<file path="src/rtl/cache_control_pkg.sv">
// Shared definitions for the cache controller slice.
// Holds the datapath mux select encodings and small decode helpers used by
// cache_control. The controller's state enum lives in cache_control itself.
package cache_control_pkg;

  // addressmux_sel encodings: CPU address, or the tag/index of one way.
  typedef enum logic [1:0] {
    ADDR_CPU  = 2'd0,
    ADDR_WAY0 = 2'd1,
    ADDR_WAY1 = 2'd2
  } addr_sel_e;

  // datainmux_sel encodings: whole line from memory, or merged CPU word.
  localparam logic DIN_PMEM = 1'b0;
  localparam logic DIN_CPU  = 1'b1;

  // Dirty bit of the way that would be evicted (lru = 1 means way1).
  function automatic logic victim_dirty(input logic lru,
                                        input logic dirty0,
                                        input logic dirty1);
    return lru ? dirty1 : dirty0;
  endfunction

  // Address select that presents the victim line's tag/index to memory.
  function automatic addr_sel_e victim_addr_sel(input logic lru);
    return lru ? ADDR_WAY1 : ADDR_WAY0;
  endfunction

endpackage

</file>
<file path="src/rtl/cache_control_sat_counter.sv">
// Saturating up-counter for controller performance statistics.
// Ports:
//   clk   - clock, counts on rising edge
//   reset - synchronous active-high clear
//   inc   - increment request for this cycle
//   count - current count, sticks at all-ones
module sat_counter #(
  parameter int unsigned WIDTH = 16
) (
  input  logic             clk,
  input  logic             reset,
  input  logic             inc,
  output logic [WIDTH-1:0] count
);

  localparam logic [WIDTH-1:0] ONE = WIDTH'(1);

  logic [WIDTH-1:0] count_q;
  logic [WIDTH-1:0] count_d;

  always_comb begin
    count_d = count_q;
    if (inc && (count_q != '1)) begin
      count_d = count_q + ONE;
    end
  end

  always_ff @(posedge clk) begin
    if (reset) begin
      count_q <= '0;
    end else begin
      count_q <= count_d;
    end
  end

  assign count = count_q;

endmodule

</file>
<file path="src/rtl/cache_control.sv">
// Control FSM for a 2-way set-associative, write-back cache.
// Compares in S_CHECK, writes back a dirty victim in S_WB, fetches the line
// in S_FILL, then retries the request in S_CHECK where it hits.
// Ports:
//   clk, reset                    - clock, synchronous active-high reset
//   mem_read, mem_write, mem_resp - CPU request strobes / completion
//   pmem_read, pmem_write, pmem_resp - memory line strobes / done
//   hit0, hit1, dirty0_out, dirty1_out, lru_out - datapath status
//   datainmux_sel, addressmux_sel - datapath mux selects
//   load_*                        - datapath array write enables
//   hit_count, miss_count, wb_count - saturating performance counters
module cache_control
  import cache_control_pkg::*;
#(
  parameter int unsigned CNT_WIDTH = 16
) (
  input  logic                 clk,
  input  logic                 reset,
  input  logic                 mem_read,
  input  logic                 mem_write,
  output logic                 mem_resp,
  output logic                 pmem_read,
  output logic                 pmem_write,
  input  logic                 pmem_resp,
  input  logic                 hit0,
  input  logic                 hit1,
  input  logic                 dirty0_out,
  input  logic                 dirty1_out,
  input  logic                 lru_out,
  output logic                 datainmux_sel,
  output logic [1:0]           addressmux_sel,
  output logic                 load_dataarr0,
  output logic                 load_dataarr1,
  output logic                 load_valid0,
  output logic                 load_valid1,
  output logic                 load_tag0,
  output logic                 load_tag1,
  output logic                 load_dirty0,
  output logic                 load_dirty1,
  output logic                 load_lru,
  output logic [CNT_WIDTH-1:0] hit_count,
  output logic [CNT_WIDTH-1:0] miss_count,
  output logic [CNT_WIDTH-1:0] wb_count
);

  typedef enum logic [1:0] {
    S_CHECK = 2'd0,
    S_WB    = 2'd1,
    S_FILL  = 2'd2
  } state_e;

  state_e state_q;
  state_e state_d;

  logic req;
  logic miss_inc;
  logic wb_inc;

  assign req = mem_read | mem_write;

  always_ff @(posedge clk) begin
    if (reset) begin
      state_q <= S_CHECK;
    end else begin
      state_q <= state_d;
    end
  end

  // Outputs depend on the current state and the same-cycle datapath status,
  // since hits must complete in the cycle they are detected.
  always_comb begin
    state_d        = state_q;
    mem_resp       = 1'b0;
    pmem_read      = 1'b0;
    pmem_write     = 1'b0;
    datainmux_sel  = DIN_PMEM;
    addressmux_sel = ADDR_CPU;
    load_dataarr0  = 1'b0;
    load_dataarr1  = 1'b0;
    load_valid0    = 1'b0;
    load_valid1    = 1'b0;
    load_tag0      = 1'b0;
    load_tag1      = 1'b0;
    load_dirty0    = 1'b0;
    load_dirty1    = 1'b0;
    load_lru       = 1'b0;

    unique case (state_q)
      S_CHECK: begin
        if (req) begin
          if (hit0 | hit1) begin
            mem_resp = 1'b1;
            load_lru = 1'b1;
            // mem_write wins over mem_read when both are high.
            if (mem_write) begin
              datainmux_sel = DIN_CPU;
              if (hit0) begin
                load_dataarr0 = 1'b1;
                load_dirty0   = 1'b1;
              end else begin
                load_dataarr1 = 1'b1;
                load_dirty1   = 1'b1;
              end
            end
          end else if (victim_dirty(lru_out, dirty0_out, dirty1_out)) begin
            state_d = S_WB;
          end else begin
            state_d = S_FILL;
          end
        end
      end

      // The memory transaction runs to completion even if the CPU drops
      // its request meanwhile.
      S_WB: begin
        pmem_write     = 1'b1;
        addressmux_sel = victim_addr_sel(lru_out);
        if (pmem_resp) begin
          state_d = S_FILL;
        end
      end

      S_FILL: begin
        pmem_read      = 1'b1;
        addressmux_sel = ADDR_CPU;
        datainmux_sel  = DIN_PMEM;
        if (pmem_resp) begin
          if (lru_out) begin
            load_dataarr1 = 1'b1;
            load_tag1     = 1'b1;
            load_valid1   = 1'b1;
            load_dirty1   = 1'b1;
          end else begin
            load_dataarr0 = 1'b1;
            load_tag0     = 1'b1;
            load_valid0   = 1'b1;
            load_dirty0   = 1'b1;
          end
          state_d = S_CHECK;
        end
      end

      default: begin
        state_d = S_CHECK;
      end
    endcase
  end

  assign miss_inc = (state_q == S_CHECK) && (state_d != S_CHECK);
  assign wb_inc   = (state_q == S_WB) && pmem_resp;

  sat_counter #(.WIDTH(CNT_WIDTH)) u_hit_cnt (
    .clk   (clk),
    .reset (reset),
    .inc   (mem_resp),
    .count (hit_count)
  );

  sat_counter #(.WIDTH(CNT_WIDTH)) u_miss_cnt (
    .clk   (clk),
    .reset (reset),
    .inc   (miss_inc),
    .count (miss_count)
  );

  sat_counter #(.WIDTH(CNT_WIDTH)) u_wb_cnt (
    .clk   (clk),
    .reset (reset),
    .inc   (wb_inc),
    .count (wb_count)
  );

endmodule

</file>
<file path="config.mk">
export PLATFORM = sky130hd
export DESIGN_NAME = cache_control
export DESIGN_NICKNAME = d
export VERILOG_FILES = /design/src/rtl/cache_control_pkg.sv /design/src/rtl/cache_control_sat_counter.sv /design/src/rtl/cache_control.sv
export SDC_FILE = /design/constraint.sdc
export NUM_CORES = 1
export LEC_CHECK = 0
export ABC_AREA = 1
export CORE_MARGIN = 2
export CORE_UTILIZATION = 44
export CTS_CLUSTER_DIAMETER = 60
export CTS_CLUSTER_SIZE = 28
export DETAILED_ROUTE_END_ITERATION = 8
export PLACE_DENSITY = 0.78
export RECOVER_POWER = 25
export SYNTH_ARGS = -nofsm -noshare
export SYNTH_HDL_FRONTEND = slang
export SYNTH_SLANG_ARGS = --single-unit
export TNS_END_PERCENT = 1
</file>
<file path="constraint.sdc">
create_clock -name clk -period 1.7 [get_ports clk]
set_input_delay 0.425 -clock clk [delete_from_list [all_inputs] [get_ports clk]]
set_output_delay 0.425 -clock clk [all_outputs]
set_load 0.05 [all_outputs]
</file>
After elaboration in Yosys (flattened, before gate mapping):

Index checks and enable logic that the tools add are counted.
Widths: inputs -> output; s select.

* flip-flop bits (word level): 50
* input bits: 10
* output and inout bits: 63
* word-level logic and storage cells: 55

* $add $sub $neg: 3
* equal/unequal tests: 5
* multiplexer cells: 34
* bitwise operators: 2
* reductions and logical operators: 7

Operators by type and width (count)
* $add 16x1->16 const B: 3
* $ne 16x16->1 const B: 3
* $mux 1: 24
* $mux 2: 7
* $pmux 2 s3: 1
* $logic_and 1x1->1: 5
* $pmux 1 s2: 2
* $eq 2x1->1 const B: 1
* $eq 2x2->1 const B: 1
* $logic_not 2->1: 1
* $or 1x1->1: 2
* $reduce_bool 2->1: 1

Logic depth before layout (Yosys ltp):

Gate-level depths: netlist (run 1).

* depth after elaboration: 8
* depth in mapped cells: 10
* gate-level depth less buffers: 10

Cells and area by module:

Synthesis (run 1) repeated with hierarchy kept, for this count alone.

* cells, all modules: 502
* area, all modules: 3104.2 um^2

By module, submodules not included
* sat_counter (u_hit_cnt ...): times used 2, cells an instance 149, area each 929.6 um^2, sequential area each 320.3 um^2
* sat_counter (u_wb_cnt): times used 1, cells an instance 158, area each 973.4 um^2, sequential area each 320.3 um^2
* cache_control: times used 1, cells an instance 46, area each 271.5 um^2, sequential area each 40.0 um^2

Worst setup path before layout (run 1):

OpenSTA, ideal clock, no wires.

* path type: register -> output
* start point: register state_q[1]
* end point: output port load_dirty1
* data arrival time: 2.859 ns
* required time: 1.275 ns
* slack: -1.584 ns
* stages on the path, launching flop included: 6
* path buffers: 1
* path through: dfxtp_1 -> inv_1 -> nor2_1 -> nand2_1 -> o21ai_0 -> buf_4

* cells in the longest elaborated chain, start to end: 2
* elaborated cells on any way between the ends: 3
* classes of those cells: eq/ne (1); mux (1); reduce/logical (1)

RTL lines
* start: declaration: RTL line cache_control.sv:52 `state_e state_q;`
* start signal: assignment: RTL line cache_control.sv:65 `state_q <= state_d;`
* $eq 2x2->1 or $logic_not 2->1 (tied branches)
* $pmux 1 s2 (*)
* end: declaration: RTL line cache_control.sv:39 `output logic load_dirty1,`

Mark *: on every way between the ends. The rest lies on a longest branch, timed or not.

Worst setup path in the final report (run 1):

* start point: input port mem_read
* end point: output port load_lru

* cells in the longest elaborated chain, start to end: 3

RTL lines
* start: declaration: RTL line cache_control.sv:19 `input logic mem_read,`
* $or 1x1->1: RTL line cache_control.sv:59 `assign req = mem_read | mem_write;`
* $mux 1: RTL line cache_control.sv:90 `if (req) begin`
* $mux 1: RTL line cache_control.sv:88 `unique case (state_q)`
* end: declaration: RTL line cache_control.sv:40 `output logic load_lru,`

No other way between the ends.

==> results of run 1 <==
==> cell type report <==
class / count / area [um2] / area share, %
multi-input combinational: 385 / 1940 / 38.7
clock inverter: 2 / 12.5 / 0.250
inverter: 42 / 161 / 3.22
timing repair buffer: 132 / 1690 / 33.6
tap: 96 / 120 / 2.40
clock buffer: 6 / 82.6 / 1.65
sequential: 50 / 1010 / 20.1
==> critical path, cell delays in order <==
cell             delay [ns]
clkdlybuf4s50_1        0.39
or2_4                  0.24
nand3_2                0.09
inv_4                  0.06
buf_8                  0.15
==> flip-flops by register name (all words and copies together) (netlist names) <==
register          flops
u_wb_cnt.count       16
u_miss_cnt.count     16
u_hit_cnt.count      16
state_q               2
==> cell usage in the layout, fill, tap and decap left out, types with 3 or more instances in the layout <==
| cell type | n |
|---|---|
| nor2_2 | 4 |
| buf_12 | 59 |
| nor2_1 | 62 |
| o21ai_4 | 3 |
| nand4_1 | 14 |
| ha_1 | 3 |
| nor2_4 | 11 |
| nand3_1 | 19 |
| nand2_1 | 178 |
| dfxtp_2 | 5 |
| nand3_2 | 3 |
| dlygate4sd2_1 | 5 |
| o21ai_0 | 12 |
| buf_4 | 39 |
| xor2_1 | 14 |
| nand2_2 | 5 |
| a21oi_1 | 32 |
| clkbuf_8 | 6 |
| clkdlybuf4s50_1 | 4 |
| inv_2 | 3 |
| clkbuf_2 | 3 |
| a21oi_2 | 8 |
| inv_1 | 37 |
| xnor2_1 | 6 |
| clkbuf_1 | 19 |
| dfxtp_1 | 45 |
==> final timing paths <==
kind | from | endpoint | slack, ns | depth (start not counted)
worst max register to register | u_wb_cnt.count[6] | u_wb_cnt.count[15] | 0.08 | 9
worst min register to register | u_wb_cnt.count[1] | u_wb_cnt.count[1] | 0.51 | 2
worst max-delay path | mem_read | load_lru | -0.08 | 5
worst min-delay path | u_wb_cnt.count[1] | u_wb_cnt.count[1] | 0.51 | 2
==> per-layer routing <==
layer  up-vias  part of all wire, %  GRT usage, %
met1      1736                   39          28.0
met5         -                    0             0
met4         0                  3.2          11.0
met3        33                  4.8          3.96
met2       139                   53          48.4
li1       1801                    -             -
==> logic make-up (layout without fill, tap and decap cells) <==
logic type / Yosys count / after routing / synth area share [%]
buffers and inverters: 58 / 182 / 8.87
and+or+nand+nor: 304 / 304 / 41.1
xor gates and xnor gates: 20 / 20 / 5.64
adders and majority gates: 3 / 3 / 1.21
AOI/OAI and AO/OA: 58 / 58 / 10.9
DFF: 50 / 50 / 32.2
==> power groups by stage <==
stage                     registers [uW]  clock network, uW  logic [uW]
after CTS                           1190                745         457
after detailed placement            1220                  0         435
after global routing                1190                802         480
final                               1190                741         457
after global placement              1220                  0         425
after floorplan                     1260                  0         207
==> stage by stage <==
step	util [%]	hold slack, ns
floorplan	-	0.558
global placement	72.8	0.478
detailed placement	72.8	0.493
CTS	75.2	0.511
global route	73.7	0.542
finish	73.7	0.512
==> timing repair <==
action                     CTS  global route
hold buffers                 0             0
resized for setup           23             1
hold endpoints to repair     0             0
setup endpoints to repair   43            29
pin swaps                    6             1
setup buffers                2             0
==> impl_metrics.ini, run 1 <==
[clocking]
cts_tree = done
numCtsBuffers = 5
cts_root_buffer = clkbuf_8
cts_buffer_depth = 2
cts.sinks = 50
cts.clk_slew.worst_paths_ns = 0.09
htreeDepth = 2
clk_latency_ns = 0.31

[drt]
drtAntennaViolNets = 0
wl_per_cell_um = 13.2
drt_first_pass_iters = 5
num_vias = 3709
route.detailed.drc = 0
drt-total-wl_mm = 9.41
via_per_inst = 5.20
drt_iter0_drc = 174

[global_routing]
grt_pass1_wl_mm = 16.0
grt_max_degree = 22
grt.overflow.total = 0
grt_pass1_vias = 3749
grt_use_total_pct = 25.6
antenna_found_initial = 0

[finish]
drive_gt1_share_pct = 26.1
nFillCells = 504
final_cells = 713
syn2layout_area_growth_pct = 61.4
diodes = 0
fin_nets = 629
stdcell_area_um2 = 5010

[synthesis]
synth_top_area_share_pct = 32.2
yosys.area.top_type = dfxtp_1
synth_edf_count = 0
syn_avg_cell_area_um2 = 6.30
yosys_warnings = 0
synth-seq-area-share_pct = 32.2
ys_seq_elements = 50
synth_area_um2 = 3100
synth_fp_nets = 506
synth_area_leaders = dfxtp_1, nand2_1, nor2_1
synth.most_common_cell = nand2_1
synth_top_flop_cell = dfxtp_1
synthArstFlopShare_pct = 0
synth_common_cells = nand2_1, nor2_1, dfxtp_1
ys_types = 29
syn_inst = 493

[floorplan]
fp.dieArea_um2 = 7740
core-area_um2 = 6790
die_h_um = 88.0
io-pin-count = 73
rows = 30
die_w_um = 88.0
initial_core_util_pct = 45.7

[worst_setup_path]
arrival_ns = 1.36
endpoint_kind = output pin
cp-start-kind = input pin
crit_path_max_fanout = 3
crit_type = input pin to output pin
critPathRequiredTime_ns = 1.27

[sta]
fin_crit_ns = 1.78
fin_skew_ns = 0.00794
slew_headroom_pct = 71.0
finalCritPeriodShare_pct = 105
setup_ws_ns = -0.0833
hold_viol = 0
tightest_slew_ns = 0.433
fmax_mhz = 561
setup_tns_ns = -0.357
rsz0062_at_grt = yes
setup_viol = 6
drv_slew = 0

[place]
post_dp_cell_area_um2 = 4950
dpl_worst_slack_ns = -0.453
hpwl_mm = 7.04
place.gp.congestion = 0.860
dp_cells = 703
io_buffers = 72

[run_status]
violations = setup timing
status = complete, but fails checks

[flow_run]
cap_violations = 0

[power_and_ir_drop]
swShare_pct = 28.9
power_switching_uw = 691
p_per_area_nw_per_um2 = 477
internal_power_uw = 1700
p_comb_share_pct = 19.1
peakVddDrop_mv = 0.357
p_leak_uw = 0.00190
power_uw = 2390
clkPwrFrac_pct = 31.0
seq_power_share_pct = 49.9

[worst_hold_path]
hold_path.class = register to register
No activity file was read; power rests on OpenSTA's default activity.
==> inputs of run 2 (changes only) <==
--- a/config.mk
+++ b/config.mk
@@ -8,7 +8,6 @@
 export ABC_AREA = 1
 export CORE_MARGIN = 2
 export CORE_UTILIZATION = 44
-export CTS_CLUSTER_DIAMETER = 60
 export CTS_CLUSTER_SIZE = 28
 export DETAILED_ROUTE_END_ITERATION = 8
 export PLACE_DENSITY = 0.78
==> results of run 2 <==
No change in the layout: final DEF, timing and power equal those of run 1.
